## config.mk

```make
export PLATFORM = sky130hd
export DESIGN_NAME = sample_window_buffer
export DESIGN_NICKNAME = d
export VERILOG_FILES = /design/src/rtl/cussen_pkg.sv /design/src/rtl/frame_hold_reg.sv /design/src/rtl/sample_window_buffer.sv
export SDC_FILE = /design/constraint.sdc
export NUM_CORES = 1
export LEC_CHECK = 0
export ABC_AREA = 1
export CORE_ASPECT_RATIO = 0.8
export CORE_MARGIN = 2
export CORE_UTILIZATION = 44
export DETAILED_ROUTE_END_ITERATION = 16
export HOLD_SLACK_MARGIN = 0.12
export PLACE_DENSITY = 0.7
export SKIP_CTS_REPAIR_TIMING = 1
export SLEW_MARGIN = 20
export SYNTH_ARGS = -nofsm -noshare
export SYNTH_HDL_FRONTEND = slang
export SYNTH_SLANG_ARGS = --single-unit
```

## constraint.sdc

```tcl
create_clock -name clk -period 3.27 [get_ports clk]
set_clock_uncertainty 0.15 [all_clocks]
set_input_delay 0.327 -clock clk [delete_from_list [all_inputs] [get_ports clk]]
set_output_delay 0.327 -clock clk [all_outputs]
set_load 0.02 [all_outputs]
```

## src/rtl/cussen_pkg.sv

```systemverilog
// Shared types for the sample window front-end: widths, FSM encoding, frame layout.
// Window slot 0 is the oldest sample (win1); slots at or beyond a frame's length read as zero.
package cussen_pkg;
    localparam int WIDTH   = 8;
    localparam int WIN_LEN = 9;
    localparam int LEN_W   = 4;
    localparam int ID_W    = 8;

    typedef enum logic [1:0] {
        ST_FILL       = 2'd0,
        ST_FULL       = 2'd1,
        ST_FLUSH_PEND = 2'd2
    } state_t;

    typedef logic [WIN_LEN-1:0][WIDTH-1:0] window_t;

    typedef struct packed {
        window_t           win;
        logic [LEN_W-1:0]  len;
        logic              partial;
        logic [ID_W-1:0]   id;
    } frame_t;

    function automatic window_t mask_window(input window_t w, input logic [LEN_W-1:0] len);
        window_t m;
        m = w;
        for (int i = 0; i < WIN_LEN; i++) begin
            if (LEN_W'(i) >= len) m[i] = '0;
        end
        return m;
    endfunction
endpackage

```

## src/rtl/frame_hold_reg.sv

```systemverilog
// One-entry output holding register with valid/ready; load appears on out_* the next cycle.
// Contents stay frozen while out_vld && !out_rdy; callers must load only when out_free is high.
module frame_hold_reg #(
    parameter int W = 8
) (
    input  logic         clk,
    input  logic         rst_n,
    input  logic         load_vld,
    input  logic [W-1:0] load_dat,
    output logic         out_vld,
    input  logic         out_rdy,
    output logic [W-1:0] out_dat,
    output logic         out_free
);
    logic         vld_q, vld_d;
    logic [W-1:0] dat_q, dat_d;

    assign out_free = !vld_q || out_rdy;
    assign out_vld  = vld_q;
    assign out_dat  = dat_q;

    always_comb begin
        vld_d = vld_q;
        dat_d = dat_q;
        if (vld_q && out_rdy) vld_d = 1'b0;
        if (load_vld) begin
            vld_d = 1'b1;
            dat_d = load_dat;
        end
    end

    always_ff @(posedge clk) begin
        if (!rst_n) begin
            vld_q <= 1'b0;
            dat_q <= '0;
        end else begin
            vld_q <= vld_d;
            dat_q <= dat_d;
        end
    end
endmodule

```

## src/rtl/sample_window_buffer.sv

```systemverilog
// Packs a serial sample stream into 9-slot windows; a completed window is on win1..9 the cycle after its last accept.
// One finished window can wait in the fill register behind a held output frame; sample_ready drops only then.
module sample_window_buffer
    import cussen_pkg::*;
(
    input  logic             clk,
    input  logic             rst_n,
    input  logic [WIDTH-1:0] sample_in,
    input  logic             sample_valid,
    output logic             sample_ready,
    input  logic             flush,
    output logic [WIDTH-1:0] win1,
    output logic [WIDTH-1:0] win2,
    output logic [WIDTH-1:0] win3,
    output logic [WIDTH-1:0] win4,
    output logic [WIDTH-1:0] win5,
    output logic [WIDTH-1:0] win6,
    output logic [WIDTH-1:0] win7,
    output logic [WIDTH-1:0] win8,
    output logic [WIDTH-1:0] win9,
    output logic             frame_valid,
    input  logic             frame_ready,
    output logic [3:0]       frame_len,
    output logic             frame_partial,
    output logic [7:0]       frame_id
);
    localparam logic [LEN_W-1:0] FULL_LEN = LEN_W'(WIN_LEN);

    state_t            state_q, state_d;
    window_t           fill_q, fill_d, fill_next;
    logic [LEN_W-1:0]  cnt_q, cnt_d, eff_cnt, len_sel;
    logic [ID_W-1:0]   id_q, id_d;
    logic              accept, out_free, load_vld;
    frame_t            load_dat, hold_dat;

    assign sample_ready = rst_n && (state_q == ST_FILL);
    assign accept       = sample_valid && sample_ready;

    always_comb begin
        fill_next = fill_q;
        for (int i = 0; i < WIN_LEN; i++) begin
            if (accept && cnt_q == LEN_W'(i)) fill_next[i] = sample_in;
        end
        eff_cnt = cnt_q + LEN_W'(accept);
        // Waiting states hold a finished window of length cnt_q; FILL emits including this cycle's sample.
        len_sel = (state_q == ST_FILL) ? eff_cnt : cnt_q;

        load_dat.win     = mask_window(fill_next, len_sel);
        load_dat.len     = len_sel;
        load_dat.partial = (len_sel != FULL_LEN);
        load_dat.id      = id_q;

        state_d  = state_q;
        fill_d   = fill_next;
        cnt_d    = cnt_q;
        id_d     = id_q;
        load_vld = 1'b0;

        case (state_q)
            ST_FILL: begin
                cnt_d = eff_cnt;
                if (eff_cnt == FULL_LEN || (flush && eff_cnt != '0)) begin
                    if (out_free) begin
                        load_vld = 1'b1;
                        cnt_d    = '0;
                    end else begin
                        state_d = (eff_cnt == FULL_LEN) ? ST_FULL : ST_FLUSH_PEND;
                    end
                end
            end
            ST_FULL, ST_FLUSH_PEND: begin
                if (out_free) begin
                    load_vld = 1'b1;
                    cnt_d    = '0;
                    state_d  = ST_FILL;
                end
            end
            default: state_d = ST_FILL;
        endcase

        if (load_vld) id_d = id_q + 8'd1;
    end

    always_ff @(posedge clk) begin
        if (!rst_n) begin
            state_q <= ST_FILL;
            fill_q  <= '0;
            cnt_q   <= '0;
            id_q    <= '0;
        end else begin
            state_q <= state_d;
            fill_q  <= fill_d;
            cnt_q   <= cnt_d;
            id_q    <= id_d;
        end
    end

    frame_hold_reg #(.W($bits(frame_t))) u_hold (
        .clk      (clk),
        .rst_n    (rst_n),
        .load_vld (load_vld),
        .load_dat (load_dat),
        .out_vld  (frame_valid),
        .out_rdy  (frame_ready),
        .out_dat  (hold_dat),
        .out_free (out_free)
    );

    assign win1          = hold_dat.win[0];
    assign win2          = hold_dat.win[1];
    assign win3          = hold_dat.win[2];
    assign win4          = hold_dat.win[3];
    assign win5          = hold_dat.win[4];
    assign win6          = hold_dat.win[5];
    assign win7          = hold_dat.win[6];
    assign win8          = hold_dat.win[7];
    assign win9          = hold_dat.win[8];
    assign frame_len     = hold_dat.len;
    assign frame_partial = hold_dat.partial;
    assign frame_id      = hold_dat.id;
endmodule
```

* Word-level counts from Yosys, hierarchy flattened
Cells that the tools add are included.
** Storage, ports and cells
- Bits in registers :: 172
- Bits of input ports :: 13
- Output and inout port bits :: 87
- Word-level logic and storage cells :: 97
** Cells by class
- Add/subtract/negate cells :: 2
- Magnitude comparators :: 9
- Equality and inequality tests :: 15
- Multiplexer cells :: 33
- Reduce and logical (&&, ||, !) cells :: 24
** Operators with widths (count)
- $mux 8 :: 18
- $eq 4x3->1 const B :: 4
- $ge 3x4->1 const A :: 4
- $mux 4 :: 4
- $logic_and 1x1->1 :: 13
- $add 8x1->8 const B :: 1
- $eq 4x2->1 const B :: 2
- $eq 4x4->1 const B :: 2
- $ge 1x4->1 const A :: 2
- $ge 2x4->1 const A :: 2
- $mux 2 :: 4
- $pmux 4 s2 :: 1
- $add 4x1->4 :: 1
- $eq 4x1->1 const B :: 1
- $ge 4x4->1 const A :: 1
- $logic_not 4->1 :: 1
- $mux 1 :: 4
- $ne 2x2->1 const B :: 2
- $ne 4x4->1 const B :: 1
- $pmux 2 s2 :: 1
- $reduce_bool 2->1 :: 2
- $reduce_bool 4->1 :: 1
- $reduce_and 3->1 :: 1
- $eq 2x1->1 const B :: 1
- 8 further kinds :: 9

* Logic depth before layout (Yosys ltp)
- Depth after elaboration :: 10
- Mapped depth :: 21

* Cells and area by module
From an unflattened synthesis, not the netlist that was laid out.
** Second synthesis, totals
- Cells, all modules :: 957
- Area total of the unflattened synthesis :: 7006.7 um^2
** Modules (own cells, without submodules)
- sample_window_buffer :: times used 1, cells an instance 584, area each 4033.9 um^2, sequential area each 1721.7 um^2
- frame_hold_reg :: times used 1, cells an instance 373, area each 2972.9 um^2, sequential area each 1721.7 um^2

* Least setup slack after synthesis
Ideal clock, no wire load.
- Kind :: flip-flop to flip-flop
- Start point :: register state_q[0]
- End point :: register u_hold.dat_q[21] (netlist: u_hold.out_dat[21])
- Library setup time :: 0.128 ns
- Data arrival time :: 2.591 ns
- Required time :: 2.992 ns
- Slack :: 0.401 ns
- Cell stages (with the launch flop) :: 18
- Buffers on the path :: 2
- Period minus slack after synthesis :: 2.869 ns
- Path through :: dfxtp_1 inv_1 ha_1 nand2_2 nor2_8 buf_2 ha_1 ha_1 or2_2 nor2_1 nand2_1 nand3_2 nand2_2 nand2_2 clkbuf_1 nand2_1 nand2_1 nor2_1
** Between the ends
- Longest elaborated chain between the ends :: 9
** RTL lines
- start, declared :: RTL line sample_window_buffer.sv:29 : state_t state_q, state_d;
- start signal, assigned :: RTL line sample_window_buffer.sv:91 : state_q <= state_d;
- branches (longest 9 deep; another with $add 4x1->4)
- end signal, assigned :: RTL line frame_hold_reg.sv:38 : dat_q <= dat_d;
- end, declared :: RTL line frame_hold_reg.sv:16 : logic [W-1:0] dat_q, dat_d;
Parallel ways; which one is timed is not known.
A chain may end at the register's enable or synchronous reset.

* Final worst setup path
- Start point :: register state_q[0]
- End point :: register u_hold.dat_q[83] (netlist: u_hold.out_dat[83])
** Between the ends
- Longest elaborated chain between the ends :: 9
** RTL lines
- branches (longest 9 deep; another with $add 4x1->4)
Parallel ways; which one is timed is not known.

==> results.json <==
{
  "r2r.worst_path.cells": 16,
  "grt_overflow_total": 0,
  "p_leak_uw": 0.004212,
  "avgViaCountPerCell": 4.810,
  "clock_latency_ns": 0.42,
  "synth_area_leader_cell": "dfxtp_1",
  "nNetsFinal": 1253,
  "yosysWarnings": 0,
  "grt_pass1_vias": 6321,
  "fin_setup_tns_ns": 0,
  "fill_cells": 1659,
  "layout_common_cells": "nand2_1 (318), inv_1 (178), dfxtp_1 (172)",
  "outcome": "complete, no violations",
  "required_ns": 3.43,
  "start_kind": "flop",
  "intPower_uw": 4989,
  "powerDensity_nw_per_um2": 868.7,
  "grtUsageMet3_pct": 4.977,
  "grt_max_degree": 69,
  "routed_wl_mm": 19.37,
  "hold_violations": 0,
  "syn_avg_cell_area_sq_um": 6.725,
  "pin_count": 100,
  "dr.pass1.iters": 5,
  "crit_buf_inv": 2,
  "setup.worst_path.class": "reg2reg",
  "dieArea_sq_um": 18860,
  "rsz0062_at_grt": "false",
  "p_sw_uw": 3331,
  "synthCells": 1163,
  "multi_input_comb_area_sq_um": 3387,
  "dr_total_vias": 7075,
  "ff_latch_area_sq_um": 3443,
  "switching_share_pct": 40.04,
  "fin_area_sq_um": 9578,
  "die_x_um": 153.1,
  "timing.final.crit_share_pct": 92.12,
  "drt_iter0_drc": 588,
  "yosysUniqueCellTypes": 26,
  "antenna_found_initial": 0,
  "wl_per_cell_um": 13.17,
  "max_slew_margin_pct": 61.44,
  "grtUsageMet1_pct": 30.97,
  "drc": 0,
  "p_total_uw": 8320,
  "min_path_type": "reg2reg",
  "r2r-start": "state_q[0]",
  "path_cells": "inv_1, ha_1, nand2_2, nor2_8, ha_1, ha_1, or2_2, nor2_1, nand2_1, nand3_2, nand2_2, nand2_2, buf_4, nand2_1, nand2_1, nor2_1",
  "fmax_mhz": 332.0,
  "min_period_ns": 3.012,
  "dp_hpwl_mm": 12.67,
  "die_h_um": 123.3,
  "grt_pass1_wl_mm": 31.86,
  "fin_ws_ns": 0.2577,
  "crit_fanout": 37,
  "max_cap_violations": 0,
  "r2r_end": "u_hold.out_dat[83]",
  "drive_above_1_share_pct": 5.297,
  "path_clk_slew_ns": 0.07,
  "core-area_sq_um": 17380,
  "p_clk_share_pct": 25.5,
  "whs_endpoint": "u_hold.out_dat[6]",
  "pwr-share-seq_pct": 30.6,
  "worstMarginPinSlew_ns": 0.5771,
  "crit_start": "state_q[0]",
  "place_area_sq_um": 8960,
  "setup_viol": 0,
  "cts.path.max_buffers": 2,
  "final_common_cell": "nand2_1",
  "ant_nets": 0,
  "crit_family": "simple AND/OR/NAND/NOR gates",
  "pre_cts_ws_ns": 0.01294,
  "cts_max_level": 4,
  "setup.worst_path.end_class": "flop",
  "regToRegSetupSlack_ns": 0.26,
  "cts_root_buffer": "clkbuf_16",
  "top_usage_layer": "met2",
  "ys_seq_elements": 172,
  "start_util_pct": 45.01,
  "numClockSinks": 172,
  "ir_worst_vdd_mv": 0.6030,
  "synth_area_leaders": "dfxtp_1 (44%), nand2_1 (15%), nand3_1 (8.9%), inv_1 (8.5%), nor2_1 (7.2%)",
  "slew_viol_final": 0,
  "rows": 43,
  "cp.arrival_ns": 3.17,
  "power_frac_comb_pct": 44.0,
  "syn2layout_area_growth_pct": 22.46,
  "portBuffers": 99,
  "synth_area_sq_um": 7821,
  "worstHoldPathCells": 2,
  "synthesis.nets": 1181,
  "gp_congestion": 0.8160,
  "cpPeakStageDelay_ns": 0.36,
  "slowest_stage": "buf_4",
  "hold_ws_ns": 0.3142,
  "num_antenna_cells": 0,
  "cts_tree": "built",
  "grtUsageMet2_pct": 31.00,
  "hp-start": "u_hold.out_dat[6]",
  "synth.top_cell.area_share_pct": 44.02,
  "synth-seq-area-share_pct": 44.02,
  "cts_made_buffers": 17,
  "grt_usage_pct": 21.07
}
## cells in the mapped netlist
| cell | number |
|---|---|
| nand2_1 | 318 |
| inv_1 | 178 |
| dfxtp_1 | 172 |
| nor2_1 | 150 |
| nand3_1 | 139 |
| a21oi_1 | 43 |
| o21a_1 | 40 |
| clkbuf_1 | 36 |
| o21ai_1 | 17 |
| buf_2 | 12 |
| nand2_2 | 11 |
| nand4_1 | 11 |
| buf_6 | 7 |
| buf_4 | 5 |
| ha_1 | 5 |
| inv_2 | 3 |
| xnor2_1 | 3 |
| xor2_1 | 3 |
| clkinv_1 | 2 |
| o21ai_0 | 2 |
| nand3_2 | 1 |
| nor2_2 | 1 |
| nor2_4 | 1 |
| nor2_8 | 1 |
| nor3_2 | 1 |
| or2_2 | 1 |
## kinds of logic (layout without fill, tap and decap cells)
group | count (synthesis) | in the layout | share of synthesized area, %
fa+ha+maj | 5 | 5 | 0.7999
simple gates | 635 | 635 | 33.93
buf+inv | 243 | 326 | 12.77
flops | 172 | 172 | 44.02
xor+xnor | 6 | 6 | 0.6720
compound gates | 102 | 102 | 7.807
## worst min-delay path, cell delays in order, from the launching register on
cell     delay (ns)
dfxtp_1        0.31
nand2_1        0.06
a21oi_1        0.05
## power by group through the flow
stage | Sequential [uW] | Combinational (uW) | Clock, uW
2_1_floorplan | 2820 | 2410 | 0
3_3_place_gp | 2590 | 3600 | 0
3_5_place_dp | 2590 | 3640 | 0
4_1_cts | 2550 | 3680 | 2150
5_1_grt | 2580 | 4140 | 2230
6_report | 2540 | 3660 | 2120
## flip-flops by register name, indices dropped and copies added, names as in the netlist
name and flops:
cnt_q 4, fill_q 72, id_q 8, state_q 2, u_hold.out_dat 85, u_hold.out_vld 1
## layer usage
metal | vias up | share of wire, %
li1 | 3700 | -
met1 | 3167 | 51
met2 | 199 | 42
met3 | 9 | 5.6
met4 | 0 | 0.75
met5 | - | 0
## how the worst max path moves through the flow
stage	end	slack, ns	cells after the start
floorplan	u_hold.out_dat[21]	0.40	17
global placement	u_hold.out_dat[62]	0.11	15
detailed placement	u_hold.out_dat[83]	0.01	15
CTS	u_hold.out_dat[83]	0.26	16
global route	u_hold.out_dat[83]	0.009	16
finish	u_hold.out_dat[83]	0.26	16
## stage by stage
stage / instances / utilization (%)
final: 1471 / 55.12
after global routing: 1471 / 55.12
after CTS: 1471 / 55.12
after detailed placement: 1441 / 51.56
after global placement: 1441 / 51.56
after floorplan: 1163 / -
## layout make-up
class	instances	area share [%]
repair buffers	113	12.10
inverters	183	7.198
well taps	225	2.939
flip-flops and latches	172	35.95
multi-input cells	748	35.36
clock buffers	21	5.016
clock inverters	9	1.437
Note: power is estimated with default switching activity, not from simulation.
